==> config.mk <==
export PLATFORM = sky130hd
export DESIGN_NAME = pc_seq_unit
export DESIGN_NICKNAME = d
export VERILOG_FILES = /design/src/rtl/pc_seq_unit.sv
export SDC_FILE = /design/constraint.sdc
export NUM_CORES = 1
export LEC_CHECK = 0
export ABC_AREA = 1
export CAP_MARGIN = 20
export CORE_UTILIZATION = 60
export CTS_BUF_LIST = sky130_fd_sc_hd__clkbuf_2
export CTS_CLUSTER_SIZE = 10
export DETAILED_ROUTE_END_ITERATION = 16
export PLACE_DENSITY = 0.84
export SLEW_MARGIN = 40
export SYNTH_ARGS = -nofsm -noshare
export SYNTH_HDL_FRONTEND = slang
export SYNTH_SLANG_ARGS = --single-unit
==> constraint.sdc <==
create_clock -name clk -period 3.9 [get_ports clk]
set_input_delay 0.975 -clock clk [delete_from_list [all_inputs] [get_ports clk]]
set_output_delay 0.975 -clock clk [all_outputs]
set_load 0.05 [all_outputs]
==> src/rtl/pc_seq_unit.sv <==
// Program-counter sequencer: increment, jump, relative branch, call/return via return-address stack.
// Latency: pc_out updates one cycle after the strobe edge; no backpressure, hold freezes all state.
module pc_seq_unit #(
  parameter int              ADDR_W    = 8,
  parameter int              RAS_DEPTH = 4,
  parameter logic [ADDR_W-1:0] RESET_VEC = '0
) (
  input  logic                             clk,
  input  logic                             rst,
  input  logic                             hold,
  input  logic                             jump,
  input  logic [ADDR_W-1:0]                jump_addr,
  input  logic                             branch,
  input  logic [ADDR_W-1:0]                branch_off,
  input  logic                             call,
  input  logic                             ret,
  output logic [ADDR_W-1:0]                pc_out,
  output logic [$clog2(RAS_DEPTH+1)-1:0]   ras_count,
  output logic                             ras_full,
  output logic                             ras_empty,
  output logic                             ras_ovf,
  output logic                             ras_unf
);

  localparam int CNT_W = $clog2(RAS_DEPTH+1);
  localparam int IDX_W = (RAS_DEPTH > 1) ? $clog2(RAS_DEPTH) : 1;
  localparam int STK_N = 1 << IDX_W;

  logic [ADDR_W-1:0] stack [STK_N];

  // Only a clean 1 acts; X/Z on a strobe falls through as deasserted.
  logic do_hold, do_ret, do_call, do_jump, do_branch;
  assign do_hold   = (hold   === 1'b1);
  assign do_ret    = (ret    === 1'b1);
  assign do_call   = (call   === 1'b1);
  assign do_jump   = (jump   === 1'b1);
  assign do_branch = (branch === 1'b1);

  logic [ADDR_W-1:0] pc_inc;
  logic [CNT_W-1:0]  cnt_dec;
  logic [IDX_W-1:0]  wr_idx, rd_idx;
  logic              push;

  assign pc_inc  = pc_out + ADDR_W'(1);
  assign cnt_dec = ras_count - CNT_W'(1);
  assign wr_idx  = ras_count[IDX_W-1:0];
  assign rd_idx  = cnt_dec[IDX_W-1:0];

  assign ras_full  = (ras_count == CNT_W'(RAS_DEPTH));
  assign ras_empty = (ras_count == '0);

  assign push = do_call & ~do_ret & ~do_hold & ~ras_full;

  always_ff @(posedge clk or posedge rst) begin
    if (rst) begin
      pc_out    <= RESET_VEC;
      ras_count <= '0;
      ras_ovf   <= 1'b0;
      ras_unf   <= 1'b0;
    end else if (do_hold) begin
      pc_out    <= pc_out;
    end else if (do_ret) begin
      if (!ras_empty) begin
        pc_out    <= stack[rd_idx];
        ras_count <= cnt_dec;
      end else begin
        pc_out  <= pc_inc;
        ras_unf <= 1'b1;
      end
    end else if (do_call) begin
      pc_out <= jump_addr;
      if (!ras_full) ras_count <= ras_count + CNT_W'(1);
      else           ras_ovf   <= 1'b1;
    end else if (do_jump) begin
      pc_out <= jump_addr;
    end else if (do_branch) begin
      // Offset is two's complement relative to the current PC; modular add covers both signs.
      pc_out <= pc_out + branch_off;
    end else begin
      pc_out <= pc_inc;
    end
  end

  // Stack contents need no reset; ras_count alone defines which entries are live.
  always_ff @(posedge clk) begin
    if (push) stack[wr_idx] <= pc_inc;
  end

endmodule

==> results.cfg <==
[sta]
tightest_slew_ps = 798
hold_viol = 0
tns_ps = 0
max_freq_ghz = 0.268
clock_skew_ps = 14.3
slew_headroom_pct = 46.6
finalCriticalPeriod_ps = 3740
setup_ws_ps = 164
whs_ps = 513
rsz0062_at_grt = false
finalCritPeriodShare_pct = 95.8
maxSlewViolCount = 0
setup_viol = 0

[route]
ant_nets = 0
dr.pass1.iters = 5
wire_per_inst_um = 15.0
drc_errors = 0
drt_iter0_drc = 218
vias = 2246
via_per_inst = 5.64
drt-total-wl_um = 5970

[grt]
antenna_found_initial = 0
track_usage_pct = 28.3
first_global_vias = 2059
grt_pass1_wl_um = 9440
grt_max_degree = 22
overflow = 0

[yosys]
synth_async_sr_flop_share_pct = 28.9
seq_area_frac_synth_pct = 49.2
syn_inst = 310
ys_ff_latch = 45
synth_top_cell_by_area = edfxtp_1
synth_area_leaders = edfxtp_1 (37%), dfrtp_1 (12%), nand2_1 (10%)
netlist-cell-type-count = 27
netlist_area_um2 = 2620
syn_nets = 348
synth_top_area_share_pct = 36.7
ys_warn_count = 0
ys.flop_type = edfxtp_1
synth_edf_count = 32
avgSynthCellArea_um2 = 8.44

[critical_path]
reg2reg_from = ras_count[0]
criticalPathCategory = reg -> out
worstSetupEndpointType = output port
ff2ff_path_depth = 6
cp_max_fo = 21
cp-start-kind = flop
cp.arrival_ps = 2760
ff2ff_setup_slack_ps = 1170
required_ps = 2920
crit-reg2reg-capture = stack[2][0]

[clock_tree]
cts_tree = built
cts.repair.resized = 0
postCtsSetupRepairBufs = 0
cts_root_buffer = clkbuf_2
cts.clk_slew.worst_paths_ps = 240
ctsHoldBuffers = 0
clk_latency_ps = 420
cts_sinks = 45
cts-htree-levels = 2
numCtsBuffers = 5
cts.path.max_buffers = 2

[final_layout]
area_growth_pct = 16.8
seqCellArea_um2 = 1290
multi_input_area_um2 = 1130
layout_common_cells = nand2_1 (72), inv_1 (40), nor2_1 (38), clkdlybuf4s50_1 (37), edfxtp_1 (32)
final_common_cell = nand2_1
fillers = 315
design_area_um2 = 3060
drive_gt1_share_pct = 3.74
final_nets = 385
antenna_cells = 0

[pwr]
power_density_nw_per_um2 = 767
p_total_uw = 2350
cellLeakagePower_uw = 0.00133
intPower_uw = 1160
p_comb_share_pct = 58.0
sw_frac_of_total_pct = 50.5
pwr-share-clk_pct = 8.5
seqPwrFrac_pct = 33.5
p_sw_uw = 1180
ir_drop_mv = 0.393

[min_path]
holdCritPathClass = reg -> reg
hold_path_depth = 1
worst_hold_path.endpoint = ras_ovf
hold_start = ras_ovf

[die]
die_area_um2 = 4630
core_um2 = 4090
ios = 38
start_util_pct = 64.0
die_w_um = 68.0
dieHeight_um = 68.0
rows = 23

[outcome]
outcome = completed

[placed_design]
place_area_um2 = 3010
dpl.hpwl_um = 4550
gp_congestion = 0.884
dp_worst_setup_slack_ps = 676
portBuffers = 37

[run]
cap_violations = 0
==> flip-flops by register name, indices dropped and copies added (netlist names) <==
| register | flops |
|---|---|
| stack | 32 |
| pc_out | 8 |
| ras_count | 3 |
| ras_ovf | 1 |
| ras_unf | 1 |
==> cell type report <==
type / count / area share (%)
clock buffers: 5 / 0.819
clock inverters: 3 / 0.737
inverters: 43 / 5.28
multi-input cells: 215 / 36.9
flip-flops and latches: 45 / 42.1
well taps: 50 / 2.05
repair buffers: 37 / 12.1
==> Yosys cell counts, types with 2 or more instances <==
master    count
a21oi_1      19
buf_2         4
dfrtp_1      13
edfxtp_1     32
ha_1         14
inv_1        40
inv_2         3
nand2_1      72
nand3_1      14
nand4_1       3
nor2_1       38
o21ai_0      29
o22ai_1       9
xnor2_1       6
xor2_1        2
==> kinds of logic (layout without fill, tap and decap cells) <==
group                    Yosys count  in the layout  synth area share [%]
adder cells (fa/ha/maj)           15             15                  7.46
flip-flops                        45             45                  49.2
XOR/XNOR                           8              8                  2.68
AND/OR/NAND/NOR                  130            130                  20.1
buffers and inverters             50             88                  7.70
AO/OA/AOI/OAI                     62             62                  12.9
==> worst max path at each step <==
stage	startpoint	end	slack (ps)	cells after the start
2_1_floorplan	ras_count[0]	ras_empty	1200	5
3_3_place_gp	ras_count[0]	ras_empty	780	4
3_5_place_dp	ras_count[0]	ras_empty	680	4
4_1_cts	ras_count[0]	ras_empty	160	4
5_1_grt	ras_count[0]	ras_full	10	4
6_report	ras_count[0]	ras_empty	160	4
==> metal layers <==
| metal | GRT usage, % | wire, um | vias up |
|---|---|---|---|
| met5 | 0 | 0 | - |
| met4 | 10.2 | 129 | 0 |
| met3 | 4.50 | 314 | 16 |
| met2 | 48.3 | 2920 | 90 |
| met1 | 35.9 | 2600 | 1040 |
| li1 | - | - | 1100 |
==> worst max-delay path, stage by stage (launching register included) <==
cell and delay (ps):
dfrtp_1 800, inv_2 270, ha_1 320, ha_1 230
clkdlybuf4s50_1 710
==> power groups by stage <==
stage / logic, uW / clock network (uW) / registers, uW
finish: 1360 / 198 / 787
global route: 1480 / 221 / 801
CTS: 1350 / 202 / 785
detailed placement: 1340 / 0 / 795
global placement: 1300 / 0 / 790
floorplan: 780 / 0 / 962
==> through the flow <==
step	utilization [%]	instances
floorplan	-	310
finish	74.8	398
CTS	74.8	398
global route	74.8	398
detailed placement	73.6	390
global placement	73.6	390
No activity file was read; power rests on OpenSTA's default activity.
